File: src/rtl/game_fsm.sv
// Pong game-flow controller: synchronizes the start button, tracks both scores from the
// ball position, sequences START/PLAY/POINT/GAME_OVER and flags the winner.
module game_fsm #(
    parameter int unsigned HOR_PIXELS  = 1024,
    parameter int unsigned BALL_SIZE   = 15,
    parameter int unsigned GOAL_MARGIN = 8,
    parameter int unsigned WIN_SCORE   = 5,
    parameter int unsigned PAUSE_TICKS = 60
) (
    input  logic        i_clk,
    input  logic        i_rst_n,
    input  logic        i_timing_tick,
    input  logic        i_start_btn,
    input  logic [10:0] i_x_ball,
    output logic [1:0]  o_state,
    output logic [3:0]  o_score_left,
    output logic [3:0]  o_score_right,
    output logic        o_goal_pulse,
    output logic        o_winner_left
);

    localparam logic [1:0] ST_START     = 2'd0;
    localparam logic [1:0] ST_PLAY      = 2'd1;
    localparam logic [1:0] ST_POINT     = 2'd2;
    localparam logic [1:0] ST_GAME_OVER = 2'd3;

    localparam int unsigned PAUSE_W = (PAUSE_TICKS > 1) ? $clog2(PAUSE_TICKS) : 1;
    localparam logic [PAUSE_W-1:0] PAUSE_LAST = PAUSE_W'(PAUSE_TICKS - 1);
    localparam logic [10:0] LEFT_ZONE  = 11'(GOAL_MARGIN);
    localparam logic [10:0] RIGHT_ZONE = 11'(HOR_PIXELS - BALL_SIZE - GOAL_MARGIN);
    localparam logic [3:0]  WIN        = 4'(WIN_SCORE);

    logic [1:0]         r_state;
    logic [3:0]         r_score_left;
    logic [3:0]         r_score_right;
    logic               r_goal_pulse;
    logic               r_winner_left;
    logic [PAUSE_W-1:0] r_pause_cnt;
    logic               r_sync1;
    logic               r_sync2;
    logic               r_sync_prev;

    logic [1:0]         w_state_next;
    logic [3:0]         w_score_left_next;
    logic [3:0]         w_score_right_next;
    logic               w_goal_pulse_next;
    logic               w_winner_left_next;
    logic [PAUSE_W-1:0] w_pause_cnt_next;
    logic               w_press;
    logic               w_goal_left;
    logic               w_goal_right;
    logic [3:0]         w_inc_left;
    logic [3:0]         w_inc_right;

    always_comb begin
        w_press      = r_sync2 & ~r_sync_prev;
        // Ball at the left wall is a point for the right player, and vice versa.
        w_goal_right = i_timing_tick && (i_x_ball <= LEFT_ZONE);
        w_goal_left  = i_timing_tick && (i_x_ball >= RIGHT_ZONE);
        w_inc_left   = r_score_left + 4'd1;
        w_inc_right  = r_score_right + 4'd1;

        w_state_next       = r_state;
        w_score_left_next  = r_score_left;
        w_score_right_next = r_score_right;
        w_goal_pulse_next  = 1'b0;
        w_winner_left_next = r_winner_left;
        w_pause_cnt_next   = r_pause_cnt;

        case (r_state)
            ST_START: begin
                if (w_press) begin
                    w_state_next       = ST_PLAY;
                    w_score_left_next  = 4'd0;
                    w_score_right_next = 4'd0;
                    w_winner_left_next = 1'b0;
                end
            end
            ST_PLAY: begin
                // A press coinciding with a goal tick is simply not looked at here.
                if (w_goal_left) begin
                    w_score_left_next = w_inc_left;
                    w_goal_pulse_next = 1'b1;
                    w_pause_cnt_next  = '0;
                    if (w_inc_left == WIN) begin
                        w_state_next       = ST_GAME_OVER;
                        w_winner_left_next = 1'b1;
                    end else begin
                        w_state_next = ST_POINT;
                    end
                end else if (w_goal_right) begin
                    w_score_right_next = w_inc_right;
                    w_goal_pulse_next  = 1'b1;
                    w_pause_cnt_next   = '0;
                    if (w_inc_right == WIN) begin
                        w_state_next       = ST_GAME_OVER;
                        w_winner_left_next = 1'b0;
                    end else begin
                        w_state_next = ST_POINT;
                    end
                end
            end
            ST_POINT: begin
                if (i_timing_tick) begin
                    if (r_pause_cnt == PAUSE_LAST) begin
                        w_state_next     = ST_PLAY;
                        w_pause_cnt_next = '0;
                    end else begin
                        w_pause_cnt_next = r_pause_cnt + 1'b1;
                    end
                end
            end
            ST_GAME_OVER: begin
                if (w_press) begin
                    w_state_next = ST_START;
                end
            end
            default: w_state_next = ST_START;
        endcase
    end

    always_ff @(posedge i_clk or negedge i_rst_n) begin
        if (!i_rst_n) begin
            r_state       <= ST_START;
            r_score_left  <= 4'd0;
            r_score_right <= 4'd0;
            r_goal_pulse  <= 1'b0;
            r_winner_left <= 1'b0;
            r_pause_cnt   <= '0;
            r_sync1       <= 1'b0;
            r_sync2       <= 1'b0;
            r_sync_prev   <= 1'b0;
        end else begin
            r_state       <= w_state_next;
            r_score_left  <= w_score_left_next;
            r_score_right <= w_score_right_next;
            r_goal_pulse  <= w_goal_pulse_next;
            r_winner_left <= w_winner_left_next;
            r_pause_cnt   <= w_pause_cnt_next;
            r_sync1       <= i_start_btn;
            r_sync2       <= r_sync1;
            r_sync_prev   <= r_sync2;
        end
    end

    assign o_state       = r_state;
    assign o_score_left  = r_score_left;
    assign o_score_right = r_score_right;
    assign o_goal_pulse  = r_goal_pulse;
    assign o_winner_left = r_winner_left;

endmodule

File: config.mk
export PLATFORM = sky130hd
export DESIGN_NAME = game_fsm
export DESIGN_NICKNAME = d
export VERILOG_FILES = /design/src/rtl/game_fsm.sv
export SDC_FILE = /design/constraint.sdc
export NUM_CORES = 1
export LEC_CHECK = 0
export ABC_AREA = 1
export BUFFER_PORTS_ARGS = -buffer_cell sky130_fd_sc_hd__buf_2
export CORE_MARGIN = 4
export CORE_UTILIZATION = 50
export CTS_BUF_LIST = sky130_fd_sc_hd__clkbuf_4
export DETAILED_ROUTE_END_ITERATION = 8
export GPL_TIMING_DRIVEN = 0
export PLACE_DENSITY = 0.84
export SYNTH_ARGS = -nofsm -noshare
export SYNTH_HDL_FRONTEND = slang
export SYNTH_SLANG_ARGS = --single-unit
export TNS_END_PERCENT = 100
File: constraint.sdc
create_clock -name i_clk -period 1.2 [get_ports i_clk]
set_input_delay 0.36 -clock i_clk [delete_from_list [all_inputs] [get_ports i_clk]]
set_output_delay 0.36 -clock i_clk [all_outputs]
set_load 0.01 [all_outputs]
==> results of run 1 <==
-- cell families (layout without fill, tap and decap cells) --
| logic type | Yosys count | count (layout) | synth area share (%) |
|---|---|---|---|
| and+or+nand+nor | 92 | 92 | 33.5 |
| buffers and inverters | 22 | 71 | 8.08 |
| DFF | 21 | 21 | 41.4 |
| AOI/OAI and AO/OA | 19 | 19 | 9.36 |
| adders and majority gates | 5 | 5 | 4.93 |
| xor gates and xnor gates | 4 | 4 | 2.76 |
-- metal layers --
metal	track usage (%)	routed length (um)
met1	25.6	1350
met2	38.1	1740
met3	2.41	215
met4	7.62	112
met5	0	0
-- area by class of cell --
cell class	count	area, sq um
Multi-Input combinational cell	120	803
Sequential cell	21	531
Fill cell	144	478
Timing Repair Buffer	45	324
Inverter	20	85.1
Buffer	2	35.0
Tap cell	28	35.0
Clock buffer	3	22.5
Clock inverter	1	5.00
-- per-stage QoR --
| stage | setup TNS (ns) | cells | utilization, % | instance area [sq um] |
|---|---|---|---|---|
| global placement | -4.10 | 217 | 64.5 | 1500 |
| detailed placement | -4.56 | 217 | 64.5 | 1500 |
| floorplan | -0.680 | 163 | - | 1330 |
| finish | -3.43 | 240 | 79.4 | 1840 |
| global route | -4.56 | 240 | 79.4 | 1840 |
| CTS | -2.35 | 236 | 76.8 | 1780 |
-- final timing paths --
kind	start	end	depth (start not counted)
max	o_state[1]$_DFFE_PN0P_	o_state[0]$_DFFE_PN0P_	8
min	i_start_btn	r_sync1$_DFF_PN0_	1
max reg2reg	o_state[1]$_DFFE_PN0P_	o_state[0]$_DFFE_PN0P_	8
min reg2reg	r_sync1$_DFF_PN0_	r_sync2$_DFF_PN0_	0
max in group asynchronous	i_rst_n	o_score_left[2]$_DFFE_PN0P_	2
min in group asynchronous	i_rst_n	o_score_left[3]$_DFFE_PN0P_	2
-- registers in the layout (all words and copies together), names as in the netlist --
name / flops
o_state: 2
o_score_right: 4
r_sync1: 1
r_pause_cnt: 6
o_winner_left: 1
r_sync_prev: 1
o_goal_pulse: 1
r_sync2: 1
o_score_left: 4
-- power by group through the flow --
stage          logic (mW)  clock network, mW  registers (mW)
2_1_floorplan        1.03                  0            1.09
3_3_place_gp         1.38                  0            1.05
3_5_place_dp         1.43                  0            1.06
4_1_cts              2.17              0.360            1.02
5_1_grt              2.56              0.392            1.06
6_report             2.37              0.361            1.03
-- worst reg2reg max path, stage by stage (launching register included) --
cell	delay, ns
dfrtp_1	0.47
inv_2	0.15
nand2_8	0.08
nand2_1	0.12
o21ai_1	0.10
nor2_2	0.17
nand2_2	0.10
nand2_1	0.08
nand3_2	0.06
-- Yosys cell counts, types with 2 or more instances --
library cell	instances
nand2_1	44
dfrtp_1	21
inv_1	20
nand3_1	20
nor2_1	13
o21ai_0	8
nand4_1	6
o21ai_2	6
ha_1	5
xor2_1	4
nand2_2	3
a21oi_1	2
nand2_4	2
o21ai_1	2
or2_2	2
-- cell usage in the layout, fill, tap and decap left out, types with 2 or more instances in the layout --
cell type and count:
o21ai_1 6, xor2_1 3, nor2_2 3, ha_2 3, buf_2 22, nand3_4 2
nor2_1 10, nand4_1 6, dfrtp_2 4, nand2_1 29, nand2_2 11, dfrtp_1 17
clkbuf_4 3, inv_2 4, buf_6 5, nand3_2 5, o21ai_2 6, nand3_1 14
o21ai_0 4, buf_4 16, ha_1 2, nand2_4 8, inv_1 14
-- timing repair --
item / 4_1_cts / 5_1_grt
pin swaps: 8 / 4
setup endpoints to repair: 29 / 30
resized for setup: 31 / 7
setup buffers: 14 / 5
hold endpoints to repair: 21 / 0
hold buffers: 1 / 0
cloned: 1 / 0
==> qor.yml, run 1 <==
outcome:
  outcome: "complete, but fails checks"
  violations: "negative setup slack"
timing:
  fin_worst_skew_ns: 0.00673
  worst_slack_ns: -0.234
  post-route-period-util_pct: 119
  relSlewSlack_pct: 69.1
  slew_violations: 0
  holdWs_ns: 0.146
  fin_crit_ns: 1.43
  hold_viol_final: 0
  rsz0062_at_grt: "true"
  tightest_slew_ns: 0.464
  max_freq_mhz: 697
  setup_viol: 29
synth:
  seq_area_frac_synth_pct: 41.4
  synth_area_sq_um: 1270
  ys_warn_count: 0
  synth_edf_count: 0
  ys_async_sr_fraction_pct: 100
  syn_area_per_cell_sq_um: 7.79
  synth.net_count: 183
  synth_top_cell_by_area: "dfrtp_1"
  ys_ff_latch: 21
  synth.area.top_cells: "dfrtp_1 (41%), nand2_1 (13%), nand3_1 (7.9%), inv_1 (5.9%), ha_1 (4.9%)"
  synthCells: 163
  synthDistinctLibCells: 20
  netlist.area_leader.share_pct: 41.4
  synth_ff_type: "dfrtp_1"
finish:
  fin_nets: 233
  area_delta_synth_final_pct: 44.9
  layout-drive-gt1-share_pct: 49.1
  antenna_cells: 0
floorplan:
  die_h_um: 58.4
  rows: 17
  core_area_sq_um: 2320
  die_w_um: 58.4
  io_pins: 27
  initial_core_util_pct: 54.8
  die-area_sq_um: 3410
power:
  p_leak_nw: 0.937
  p_sw_share_pct: 44.3
  clkPwrFrac_pct: 9.6
  p_sw_mw: 1.67
  seqPwrFrac_pct: 27.4
  power_per_cell_area_nw_per_um2: 2040
  combPwrFrac_pct: 63.0
  total_power_mw: 3.76
  p_int_mw: 2.09
  ir_drop_uv: 1550
cts:
  cts-root-buf: "clkbuf_4"
  cts_tree: "yes"
  cts_sinks: 21
  ctsHtreeMaxLevel: 1
  clk_pin_slew_ns: 0.13
  cts_buffers: 3
  insertion_delay_ns: 0.32
  clockBufferDepth: 2
detailed_routing:
  post_drt_wl_per_cell_um: 14.3
  num_vias: 1348
  vias_per_cell: 5.62
  wl_mm: 3.42
  dr.first_iter.drc_count: 69
  drc_errors: 0
  ant_nets: 0
  first_pass_iters: 4
worst_setup_path:
  cp-start-kind: "register"
  worst-path-max-fanout: 5
  cp_num_buf_inv: 1
  critPathMaxStageDelay_ns: 0.47
  crit_chain: "inv_2 > nand2_8 > nand2_1 > o21ai_1 > nor2_2 > nand2_2 > nand2_1 > nand3_2"
  cp_top_family: "simple AND/OR/NAND/NOR gates"
  end_kind: "register"
  worst_path_max_delay_cell: "dfrtp_1"
  arrival_ns: 1.65
  critPathKind: "reg2reg"
  crit_top_cell: "nand2_1"
  r2r_setup_slack_ns: -0.23
  cp_data_required_time_ns: 1.41
global_routing:
  grt_pass1_vias: 1316
  grt_pass1_wl_mm: 5.64
  track_usage_pct: 21.1
  grt_max_degree: 22
  grt_overflow: 0
  antenna_found_initial: 0
placement:
  hpwl_mm: 2.01
  gp_congestion: 0.766
  dp_slack_ns: -0.328
  port_buffers: 26
hold_path:
  min_path_type: "in2reg"
job:
  drv_cap: 0
No activity file was read; power rests on OpenSTA's default activity.
==> inputs of run 2 (changes only) <==
--- a/config.mk
+++ b/config.mk
@@ -13,6 +13,7 @@
 export DETAILED_ROUTE_END_ITERATION = 8
 export GPL_TIMING_DRIVEN = 0
 export PLACE_DENSITY = 0.84
+export SETUP_SLACK_MARGIN = 0.5
 export SYNTH_ARGS = -nofsm -noshare
 export SYNTH_HDL_FRONTEND = slang
 export SYNTH_SLANG_ARGS = --single-unit
==> run 2 against run 1 <==
  * The run ends with negative hold slack, negative setup slack left
  * Non-clock buffer count shrank 2
  * Combinational power is essentially flat
  * Worst setup slack lost 0.091 ns
  * Routed wire length grew 4.0%
  * Global-route usage shrank 2.0 points
  * Clock-buffer cell count is the same
  * Clock power shrank 2%
  * Cell count shrank 0.83%
  * Critical endpoint is now o_state[1]$_DFFE_PN0P_
==> qor.yml, run 2 (synthesis gave the netlist of run 1 again) <==
finish:
  final_common_cell: "nand2_1"  # unchanged
  fin_nets: 231  # was 233
  nFillCells: 134  # was 144
  largest-register: "r_pause_cnt"  # unchanged
  area.sequential_sq_um: 532  # was 531 sq um
  antenna_cells: 0  # unchanged
  layout_common_cells: "nand2_1 (29), buf_2 (21), dfrtp_1 (16), buf_4 (16), nand3_1 (15)"  # was nand2_1 (29), buf_2 (22), dfrtp_1 (17)
  multi_input_area_sq_um: 801  # was 803 sq um
  largest_register_ffs: 6  # unchanged
  layout-drive-gt1-share_pct: 50.0  # was 49.1%
  area_delta_synth_final_pct: 43.6  # was 44.9%
power:
  ir_drop_uv: 1600  # was 1550 uV
  combPwrFrac_pct: 62.6  # was 63.0%
  p_sw_share_pct: 44.5  # was 44.3%
  power_per_cell_area_nw_per_um2: 2070  # was 2040 nW/um^2
  p_leak_nw: 0.930  # was 0.937 nW
  total_power_mw: 3.78  # was 3.76 mW
  p_sw_mw: 1.68  # was 1.67 mW
  seqPwrFrac_pct: 28.0  # was 27.4%
  clkPwrFrac_pct: 9.4  # was 9.6%
  p_int_mw: 2.09  # about the same
global_routing:
  grt_pass1_wl_mm: 5.09  # was 5.64 mm
  track_usage_pct: 19.1  # was 21.1%
  grt_pass1_vias: 1207  # was 1316
  antenna_found_initial: 0  # unchanged
  grt_overflow: 0  # unchanged
  grt_max_degree: 22  # unchanged
detailed_routing:
  ant_nets: 0  # unchanged
  vias_per_cell: 5.60  # was 5.62
  dr.first_iter.drc_count: 48  # was 69
  drc_errors: 0  # unchanged
  first_pass_iters: 7  # was 4
  post_drt_wl_per_cell_um: 14.9  # was 14.3 um
  wl_mm: 3.56  # was 3.42 mm
  num_vias: 1333  # was 1348
cts:
  clockBufferDepth: 2  # unchanged
  insertion_delay_ns: 0.32  # about the same
  cts_tree: "yes"  # unchanged
  clk_pin_slew_ns: 0.12  # was 0.13 ns
  cts-root-buf: "clkbuf_4"  # unchanged
  cts_sinks: 21  # unchanged
  ctsHtreeMaxLevel: 1  # unchanged
  cts_buffers: 3  # unchanged
  cts-hold-fix-buffers: 0  # was 1
floorplan:
  die-area_sq_um: 3410  # unchanged
  die_w_um: 58.4  # unchanged
  io_pins: 27  # unchanged
  rows: 17  # unchanged
  core_area_sq_um: 2320  # unchanged
  initial_core_util_pct: 54.8  # unchanged
  die_h_um: 58.4  # unchanged
timing:
  tightest_slew_ns: 0.459  # was 0.464 ns
  relSlewSlack_pct: 69.4  # was 69.1%
  worst_slack_ns: -0.325  # was -0.234 ns
  setup_viol: 29  # unchanged
  rsz0062_at_grt: "true"  # unchanged
  fin_worst_skew_ns: 0.00320  # was 0.00673 ns
  max_freq_mhz: 656  # was 697 MHz
  post-route-period-util_pct: 127  # was 119%
  hold_viol_final: 21  # was 0
  slew_violations: 0  # unchanged
  holdWs_ns: -0.0316  # was 0.146 ns
  fin_crit_ns: 1.52  # was 1.43 ns
worst_setup_path:
  end_kind: "register"  # unchanged
  critPathKind: "reg2reg"  # unchanged
  worst-path-max-fanout: 4  # was 5
  cp_data_required_time_ns: 1.41  # about the same
  arrival_ns: 1.73  # was 1.65 ns
  cp-start-kind: "register"  # unchanged
hold_path:
  min_path_type: "in2async"  # was in2reg
job:
  drv_cap: 0  # unchanged
outcome:
  violations: "negative hold slack, negative setup slack"  # was negative setup slack
  outcome: "complete, but fails checks"  # unchanged
placement:
  hpwl_mm: 2.06  # was 2.01 mm
  port_buffers: 26  # unchanged
  gp_congestion: 0.737  # was 0.766
run 2: layout make-up:
cell class	instances	share of cell area [%]
flip-flops and latches	21	29.1
multi-input cells	120	43.9
repair buffers	43	16.8
inverters	20	4.80
plain buffers	2	1.92
clock buffers	3	1.23
well taps	28	1.92
clock inverters	1	0.274
run 2: worst paths after layout:
check | slack (ns) | start | depth (start not counted) | end
worst max-delay path | -0.32 | r_pause_cnt[1]$_DFFE_PN0P_ | 8 | o_state[1]$_DFFE_PN0P_
worst min-delay path | -0.03 | i_rst_n | 1 | o_score_left[3]$_DFFE_PN0P_
worst max register to register | -0.32 | r_pause_cnt[1]$_DFFE_PN0P_ | 8 | o_state[1]$_DFFE_PN0P_
worst min register to register | 0.37 | r_sync1$_DFF_PN0_ | 0 | r_sync2$_DFF_PN0_
max in group asynchronous | 0.89 | i_rst_n | 1 | o_score_right[0]$_DFFE_PN0P_
min in group i_clk | 0.14 | i_start_btn | 1 | r_sync1$_DFF_PN0_
run 2: power by group through the flow:
stage / combinational [mW] / clock, mW / sequential (mW)
2_1_floorplan: 1.08 / 0 / 1.10
3_3_place_gp: 1.44 / 0 / 1.05
3_5_place_dp: 1.49 / 0 / 1.06
4_1_cts: 1.86 / 0.354 / 1.04
5_1_grt: 2.54 / 0.391 / 1.08
6_report: 2.36 / 0.355 / 1.06
run 2: stage by stage:
stage	setup WS [ns]	std cells	cell area (sq um)	setup TNS [ns]	util, %
floorplan	-0.0762	163	1340	-0.633	-
global placement	-0.311	217	1510	-3.99	65.0
detailed placement	-0.325	217	1510	-4.35	65.0
CTS	-0.172	230	1680	-2.15	72.6
global route	-0.385	238	1820	-4.97	78.7
finish	-0.325	238	1820	-3.25	78.7
run 2: critical path: stages (launching register included):
cell     delay [ns]
dfrtp_1        0.44
ha_4           0.18
nand2_4        0.05
nor3_4         0.13
a21oi_2        0.09
nor2_2         0.19
nand2_2        0.13
nand2_1        0.12
o21ai_1        0.08
run 2: timing repair:
action / 4_1_cts / 5_1_grt
endpoints found under the hold margin: 0 / 0
cloned: 0 / 1
setup endpoints to repair: 30 / 30
setup buffers: 9 / 7
gates resized for setup: 18 / 15
pin swaps: 6 / 5
run 2: routing by layer:
layer / vias up / global-route usage, % / share of wire (%)
li1: 620 / - / -
met1: 631 / 22.2 / 38
met2: 67 / 34.3 / 52
met3: 15 / 4.82 / 6.9
met4: 0 / 5.63 / 3.7
met5: - / 0 / 0
